$ cat src/rtl/hazard_scoreboard.sv
// Hazard scoreboard for a 5-stage MIPS-style pipeline.
// Tracks the producers sitting in E, M and W, raises a single stall/flush
// request for load-use, early-compare and HI/LO busy hazards, and selects
// bypass paths for operands consumed in D and in E. The multiply/divide unit
// is modelled by a busy countdown (md_cnt); MUL_LAT and DIV_LAT must fit in
// CNTW bits.
// Build option: define HAZARD_FWD_EN to enable bypassing. When it is not
// defined, all bypass selects are 00 and any used source that matches a
// producer in E, M or W stalls until that producer has retired.
module hazard_scoreboard #(
  parameter int AW      = 5,
  parameter int MUL_LAT = 5,
  parameter int DIV_LAT = 10,
  parameter int CNTW    = 4
) (
  input  logic            clk,
  input  logic            rst_n,
  input  logic [AW-1:0]   rs_d,
  input  logic [AW-1:0]   rt_d,
  input  logic            use_rs_d,
  input  logic            use_rt_d,
  input  logic            early_rs_d,
  input  logic            early_rt_d,
  input  logic            issue_d,
  input  logic            wr_d,
  input  logic [AW-1:0]   wd_d,
  input  logic [1:0]      cls_d,
  input  logic            md_start_d,
  input  logic            md_op_d,
  input  logic            md_use_d,
  output logic            stall_f,
  output logic            stall_d,
  output logic            flush_e,
  output logic [1:0]      fwd_a_d,
  output logic [1:0]      fwd_b_d,
  output logic [1:0]      fwd_a_e,
  output logic [1:0]      fwd_b_e,
  output logic            md_busy,
  output logic [CNTW-1:0] md_cnt
);

  localparam logic [1:0]      CLS_LOAD = 2'd1;
  localparam logic [1:0]      CLS_LINK = 2'd2;
  localparam logic [CNTW-1:0] MUL_CNT  = CNTW'(MUL_LAT);
  localparam logic [CNTW-1:0] DIV_CNT  = CNTW'(DIV_LAT);

  // Shadow copies of the instructions in E, M and W
  logic          e_vld, m_vld, w_vld;
  logic          e_wr, m_wr, w_wr;
  logic [AW-1:0] e_wd, m_wd, w_wd;
  logic [1:0]    e_cls, m_cls, w_cls;
  logic [AW-1:0] e_rs, e_rt;
  logic          e_use_rs, e_use_rt;

  logic hazard, data_haz, md_haz;
  logic ea_d, ma_d, wa_d, eb_d, mb_d, wb_d;

  // A producer supplies a source when it is live, writes, and targets that
  // (nonzero) register; $0 never creates a dependency.
  function automatic logic hit(input logic vld, input logic wr,
                               input logic [AW-1:0] wd, input logic [AW-1:0] src);
    return vld && wr && (wd == src) && (src != '0);
  endfunction

  assign ea_d = use_rs_d && hit(e_vld, e_wr, e_wd, rs_d);
  assign ma_d = use_rs_d && hit(m_vld, m_wr, m_wd, rs_d);
  assign wa_d = use_rs_d && hit(w_vld, w_wr, w_wd, rs_d);
  assign eb_d = use_rt_d && hit(e_vld, e_wr, e_wd, rt_d);
  assign mb_d = use_rt_d && hit(m_vld, m_wr, m_wd, rt_d);
  assign wb_d = use_rt_d && hit(w_vld, w_wr, w_wd, rt_d);

`ifdef HAZARD_FWD_EN
  logic ma_e, wa_e, mb_e, wb_e;

  // Early operands (branch compare, jr) cannot wait for an ALU result still
  // in E or a load still in M; late operands only block on a load in E.
  function automatic logic src_haz(input logic early, input logic he,
                                   input logic hm, input logic [1:0] ecls,
                                   input logic [1:0] mcls);
    if (early) return (he && ecls != CLS_LINK) || (hm && mcls == CLS_LOAD);
    else       return he && ecls == CLS_LOAD;
  endfunction

  // Youngest usable producer wins; a link address is valid as soon as the
  // jal enters E, a load value only once it has left M.
  function automatic logic [1:0] sel_d(input logic he, input logic hm,
                                       input logic hw, input logic [1:0] ecls,
                                       input logic [1:0] mcls);
    if (he && ecls == CLS_LINK)      return 2'b11;
    else if (hm && mcls != CLS_LOAD) return 2'b10;
    else if (hw)                     return 2'b01;
    else                             return 2'b00;
  endfunction

  function automatic logic [1:0] sel_e(input logic hm, input logic hw,
                                       input logic [1:0] mcls);
    if (hm && mcls != CLS_LOAD) return 2'b10;
    else if (hw)                return 2'b01;
    else                        return 2'b00;
  endfunction

  assign ma_e = e_vld && e_use_rs && hit(m_vld, m_wr, m_wd, e_rs);
  assign wa_e = e_vld && e_use_rs && hit(w_vld, w_wr, w_wd, e_rs);
  assign mb_e = e_vld && e_use_rt && hit(m_vld, m_wr, m_wd, e_rt);
  assign wb_e = e_vld && e_use_rt && hit(w_vld, w_wr, w_wd, e_rt);

  assign data_haz = src_haz(early_rs_d, ea_d, ma_d, e_cls, m_cls) ||
                    src_haz(early_rt_d, eb_d, mb_d, e_cls, m_cls);
  assign fwd_a_d  = sel_d(ea_d, ma_d, wa_d, e_cls, m_cls);
  assign fwd_b_d  = sel_d(eb_d, mb_d, wb_d, e_cls, m_cls);
  assign fwd_a_e  = sel_e(ma_e, wa_e, m_cls);
  assign fwd_b_e  = sel_e(mb_e, wb_e, m_cls);
`else
  logic unused_nofwd;

  assign data_haz = ea_d || ma_d || wa_d || eb_d || mb_d || wb_d;
  assign fwd_a_d  = 2'b00;
  assign fwd_b_d  = 2'b00;
  assign fwd_a_e  = 2'b00;
  assign fwd_b_e  = 2'b00;
  assign unused_nofwd = ^{early_rs_d, early_rt_d, e_cls, m_cls, e_rs, e_rt,
                          e_use_rs, e_use_rt};
`endif

  logic unused_wcls;
  assign unused_wcls = ^w_cls;

  assign md_busy = (md_cnt != '0);
  assign md_haz  = md_busy && (md_start_d || md_use_d) && issue_d;
  assign hazard  = data_haz || md_haz;
  assign stall_f = hazard;
  assign stall_d = hazard;
  assign flush_e = hazard;

  // Valid bits advance every cycle; a stall injects a bubble into E
  always_ff @(posedge clk or negedge rst_n) begin
    if (!rst_n) begin
      e_vld <= 1'b0;
      m_vld <= 1'b0;
      w_vld <= 1'b0;
    end else begin
      e_vld <= issue_d && !hazard;
      m_vld <= e_vld;
      w_vld <= m_vld;
    end
  end

  // Payload fields follow the valid bits; they are ignored while invalid
  always_ff @(posedge clk) begin
    e_wr     <= wr_d;
    e_wd     <= wd_d;
    e_cls    <= cls_d;
    e_rs     <= rs_d;
    e_rt     <= rt_d;
    e_use_rs <= use_rs_d;
    e_use_rt <= use_rt_d;
    m_wr     <= e_wr;
    m_wd     <= e_wd;
    m_cls    <= e_cls;
    w_wr     <= m_wr;
    w_wd     <= m_wd;
    w_cls    <= m_cls;
  end

  // MDU busy countdown: loaded when a mul/div actually issues
  always_ff @(posedge clk or negedge rst_n) begin
    if (!rst_n) begin
      md_cnt <= '0;
    end else if (md_start_d && issue_d && !hazard) begin
      md_cnt <= md_op_d ? DIV_CNT : MUL_CNT;
    end else if (md_cnt != '0) begin
      md_cnt <= md_cnt - CNTW'(1);
    end
  end

endmodule

$ cat config.mk
export PLATFORM = sky130hd
export DESIGN_NAME = hazard_scoreboard
export DESIGN_NICKNAME = d
export VERILOG_FILES = /design/src/rtl/hazard_scoreboard.sv
export SDC_FILE = /design/constraint.sdc
export NUM_CORES = 1
export LEC_CHECK = 0
export CAP_MARGIN = 20
export CORE_MARGIN = 8
export CORE_UTILIZATION = 39
export DETAILED_ROUTE_END_ITERATION = 6
export PLACE_DENSITY_LB_ADDON = 0.05
export SYNTH_ARGS = -nofsm -noshare
export SYNTH_HDL_FRONTEND = slang
export SYNTH_SLANG_ARGS = --single-unit
$ cat constraint.sdc
create_clock -name clk -period 1.9 [get_ports clk]
set_input_delay 0.285 -clock clk [delete_from_list [all_inputs] [get_ports clk]]
set_output_delay 0.285 -clock clk [all_outputs]
set_load 0.02 [all_outputs]
==> impl_metrics.toml, run 1 <==
[outcome]
outcome = "complete, but fails checks"
violations = "negative setup slack"

[synthesis]
syn-cell-area_sq_mm = 0.00118
synth_edf_count = 0
netlist-cell-type-count = 26
ys_seq_area_share_pct = 45.4
avgSynthCellArea_sq_um = 10.8
synth_warnings = 0
ys.flop_type = "dfxtp_1"
synthArstFlopShare_pct = 28.0
synth_cells = 109
ys_ff_latch = 25

[pwr]
p_per_area_mw_per_mm2 = 955
p_seq_share_pct = 38.6
internal_power_mw = 1.15
fin_total_pwr_mw = 1.73
clkPwrFrac_pct = 13.3
max-vdd-ir-drop_mv = 0.564
combPwrFrac_pct = 48.1
swShare_pct = 33.8
p_sw_uw = 587
p_leak_nw = 0.777

[finish]
multi_input_area_sq_um = 662
drive_gt1_share_pct = 41.2
fillers = 257
diodes = 0
register_area_sq_um = 547
nets = 201
syn2layout_area_growth_pct = 53.9

[floorplanning]
ios = 44
die_h_um = 71.0
core_area_sq_mm = 0.00295
die_area_sq_mm = 0.00504
start_util_pct = 40.0
die_w_um = 71.0
placement_rows = 20

[critical_path]
arrival_ps = 1850
start_kind = "input port"
end_kind = "output pin"
crit_type = "input port to output pin"
r2r-end = "md_cnt[2]"
r2r_start = "e_wd[4]"
cp_cell_sequence = "clkdlybuf4s15_2, or4_1, o21ai_1, a31oi_2, or3_4, buf_6"
required_ps = 1620
rrSetupSlack_ps = -30
slowest_delay_ps = 480
reg2reg_depth = 9
cp_max_fo = 4
crit_slowest_cell = "or4_1"

[clock_tree]
cts_root_buf = "clkbuf_4"
path_clk_slew_ps = 130
cts_buffers = 3
clk_latency_ps = 310
cts_buffer_depth = 2
cts_hold_buf = 0
cts.sinks = 25
cts_tree = "done"
cts_max_level = 1

[grt]
grt_pass1_vias = 1044
track_usage_pct = 11.5
antenna_found_initial = 0
grt_overflow = 0
grt_pass1_wl_um = 4570
grt_max_degree = 14

[detailed_routing]
first_iter_violations = 17
detail_route.wl_per_cell_um = 14.5
detail-route-antenna-nets = 0
drt-total-wl_um = 2950
vias = 979
drc = 0
routed_via_density = 4.82
drt_first_pass_iters = 4

[sta]
rsz0062_at_grt = "true"
hold_violations = 0
fin_crit_ps = 2140
finalSetupViolations = 4
fin_ws_ps = -236
fmax_mhz = 468
tns_ps = -738
report.final.slew_viol_count = 0
fin_crit_sh_pct = 112
fin_skew_ps = 1.40

[placed_design]
port_buffers = 31
hpwlAfterDp_um = 2300
place_congestion = 0.862

[min_path]
min_path_type = "input port to asynchronous set/reset pin"

[run]
drv_cap = 0
[cell type report]
| class | count | share of cell area [%] |
|---|---|---|
| inverters | 5 | 1.17 |
| flip-flops and latches | 25 | 30.1 |
| clock buffers | 4 | 1.45 |
| well taps | 33 | 2.27 |
| multi-input cells | 76 | 36.5 |
| repair buffers | 60 | 28.5 |
[metrics by stage]
stage	hold WS [ps]	area [sq um]	cells	setup WS (ps)	utilization, %
final	228	1820	203	-236	61.5
after global routing	214	1820	203	-312	61.5
after CTS	229	1740	199	-186	58.8
after detailed placement	372	1690	193	-888	57.2
after global placement	368	1690	193	-881	57.2
after floorplan	-10.6	1250	116	-22.7	-
[registers in the layout (all words and copies together), names as in the netlist]
register	cells
e_vld	1
m_wr	1
m_wd	5
w_wd	5
e_wr	1
w_wr	1
w_vld	1
e_wd	5
md_cnt	4
m_vld	1
[worst max path at each step]
stage / slack, ps / endpoint / from
after global placement: -880 / stall_f / rs_d[2]
after floorplan: -20 / stall_d / md_cnt[0]
after detailed placement: -890 / stall_f / rs_d[1]
final: -240 / stall_d / rt_d[3]
after CTS: -190 / stall_f / m_wd[2]
after global routing: -310 / stall_f / w_wd[3]
[layer usage]
layer | track usage (%) | share of wire, %
met2 | 19.7 | 48
met5 | 0 | 0
met4 | 6.47 | 3.5
met3 | 3.53 | 6.9
met1 | 12.1 | 41
[worst max-delay path, delay by kind of cell]
kind            cells  cell delay, ps
simple gates        2             910
buf+inv             2             370
compound gates      2             280
[cell usage after synthesis (2+ instances only)]
library cell / count / area share (%)
nor4_1: 6 / 3.2
xnor2_1: 7 / 5.2
a21oi_1: 3 / 1.3
dfxtp_1: 18 / 31
ha_1: 2 / 2.1
nor2_1: 2 / 0.64
dfrtp_1: 7 / 15
nand4_1: 6 / 3.2
inv_1: 5 / 1.6
buf_4: 10 / 6.4
or3_1: 2 / 1.1
mux2i_1: 3 / 2.5
xor2_1: 25 / 19
[cell usage in the layout, fill, tap and decap left out, types with 2 or more instances in the layout]
cell type / netlist / routed
mux2i_1: 3 / 3
conb_1: 1 / 8
a21oi_1: 3 / 2
dlygate4sd2_1: 0 / 3
nor4_2: 0 / 6
xnor2_1: 7 / 7
buf_2: 0 / 5
dfxtp_1: 18 / 11
inv_2: 0 / 2
buf_6: 0 / 7
dfrtp_1: 7 / 5
clkbuf_4: 0 / 3
dfrtp_2: 0 / 2
nor2_1: 2 / 2
clkdlybuf4s50_1: 0 / 17
buf_4: 10 / 26
nand4_1: 6 / 6
dfxtp_2: 0 / 7
clkdlybuf4s15_2: 0 / 2
xor2_1: 25 / 25
inv_1: 5 / 2
[kinds of logic after synthesis]
| logic type | Yosys count | share of synthesized area [%] |
|---|---|---|
| buffers and inverters | 15 | 7.95 |
| adder cells (fa/ha/maj) | 2 | 2.12 |
| AND/OR/NAND/NOR | 22 | 13.3 |
| multiplexers | 3 | 2.55 |
| other | 1 | 0.318 |
| XOR/XNOR | 32 | 23.8 |
| flip-flops | 25 | 45.4 |
| AO/OA/AOI/OAI | 9 | 4.67 |
[timing repair]
action                                  CTS  global route
pin swaps                                13            10
buffers inserted                          2             7
endpoints found under the setup margin    8             8
gates resized for setup                  58            17
[power groups by stage]
stage	sequential (mW)	combinational, mW	clock (mW)
CTS	0.668	0.771	0.239
detailed placement	0.679	0.747	0
finish	0.670	0.834	0.230
global placement	0.676	0.730	0
global route	0.682	0.911	0.265
floorplan	0.741	0.335	0
Power figures use the tool's default switching activity.
==> run 2: changes to the inputs <==
--- a/config.mk
+++ b/config.mk
@@ -9,6 +9,7 @@
 export CORE_MARGIN = 8
 export CORE_UTILIZATION = 39
 export DETAILED_ROUTE_END_ITERATION = 6
+export MAX_ROUTING_LAYER = met4
 export PLACE_DENSITY_LB_ADDON = 0.05
 export SYNTH_ARGS = -nofsm -noshare
 export SYNTH_HDL_FRONTEND = slang
==> impl_metrics.toml, run 2 (synthesis results as in run 1) <==
[clock_tree]
cts_tree = "done"
cts_buffer_depth = 2
cts.sinks = 25
clk_latency_ps = 310
cts_root_buf = "clkbuf_4"
path_clk_slew_ps = 130
cts_max_level = 1
cts_buffers = 3

[pwr]
fin_total_pwr_mw = 1.73
p_leak_nw = 0.777
p_per_area_mw_per_mm2 = 955
max-vdd-ir-drop_mv = 0.565

[outcome]
violations = "negative setup slack"
outcome = "complete, but fails checks"

[finish]
syn2layout_area_growth_pct = 53.9
mostFrequentLayoutCells = "buf_4, xor2_1, clkdlybuf4s50_1"
diodes = 0
drive_gt1_share_pct = 41.2
register_area_sq_um = 547
fillers = 257
multi_input_area_sq_um = 662
fin_area_sq_mm = 0.00182
layout_commonest_cell = "buf_4"
top_regs = "e_wd (5), m_wd (5), w_wd (5)"
final_cells = 203
finish.utilization_pct = 61.5
nets = 201

[critical_path]
crit_start = "rt_d[3]"
crit_family = "simple AND/OR/NAND/NOR gates"
slowest_delay_ps = 480
endpoint = "stall_d"
cp_num_buf_inv = 2
end_kind = "output pin"
crit_type = "input port to output pin"
r2r_start = "e_wd[4]"
reg2reg_depth = 9
cp_max_fo = 4
crit_slowest_cell = "or4_1"
crit_cells = 6
rrSetupSlack_ps = -30
r2r-end = "md_cnt[2]"
required_ps = 1620
cp_cell_sequence = "clkdlybuf4s15_2, or4_1, o21ai_1, a31oi_2, or3_4, buf_6"
arrival_ps = 1850
start_kind = "input port"

[grt]
track_usage_pct = 11.8
antenna_found_initial = 0
grt_overflow = 0
grt_max_degree = 14
grt_pass1_vias = 1043
grt_pass1_wl_um = 4570

[floorplanning]
start_util_pct = 40.0
die_area_sq_mm = 0.00504
die_h_um = 71.0
die_w_um = 71.0
core_area_sq_mm = 0.00295
ios = 44
placement_rows = 20

[min_path]
min_path_type = "input port to asynchronous set/reset pin"

[sta]
finalSetupViolations = 4
report.final.slew_viol_count = 0
fin_crit_sh_pct = 112
fin_skew_ps = 1.37
fin_crit_ps = 2140
fin_ws_ps = -236
hold_violations = 0
fmax_mhz = 468
rsz0062_at_grt = "true"

[placed_design]
place_congestion = 0.876
placed_area_sq_mm = 0.00169
placedCellCount = 193
hpwlAfterDp_um = 2300
port_buffers = 31

[detailed_routing]
vias = 980
drt_first_pass_iters = 4
routed_via_density = 4.83
drt-total-wl_um = 2960
detail-route-antenna-nets = 0
drc = 0
first_iter_violations = 18
detail_route.wl_per_cell_um = 14.6

[run]
drv_cap = 0
==> run 2: cell type report <==
| type | count | share of cell area [%] |
|---|---|---|
| tap | 33 | 2.27 |
| timing repair buffer | 60 | 28.5 |
| inverter | 5 | 1.17 |
| multi-input combinational | 76 | 36.5 |
| sequential | 25 | 30.1 |
| clock buffer | 4 | 1.45 |
==> run 2: layer usage <==
metal / track usage (%) / routed length, um
met4: 6.47 / 104
met5: - / 0
met3: 3.53 / 205
met2: 19.7 / 1420
met1: 12.1 / 1230
==> run 2: power breakdown <==
part | total (mW) | internal [mW] | leakage [nW] | switching [mW]
combinational | 0.834 | 0.458 | 0.527 | 0.376
sequential | 0.670 | 0.607 | 0.235 | 0.0637
clock | 0.230 | 0.0820 | 0.0150 | 0.148
==> run 2: how the worst min path moves through the flow <==
stage | from | cells past startpoint | to
after floorplan | rst_n | 0 | e_vld
after global placement | e_wr | 0 | m_wr
after detailed placement | m_wr | 0 | w_wr
after CTS | rst_n | 1 | md_cnt[2]
after global routing | rst_n | 1 | md_cnt[2]
final | rst_n | 1 | md_cnt[0]
==> run 2: metrics by stage <==
step | hold WS (ps) | setup TNS (ps) | setup WS [ps]
2_1_floorplan | -10.6 | -45.3 | -22.7
3_3_place_gp | 368 | -4680 | -881
3_5_place_dp | 372 | -4890 | -888
4_1_cts | 229 | -589 | -186
5_1_grt | 214 | -1250 | -312
6_report | 228 | -731 | -236
==> run 2: what timing repair did <==
item                       CTS  global route
pin swaps                   13            10
hold buffers                 0             0
gates resized for setup     58            17
setup endpoints to repair    8             8
buffers inserted             2             7
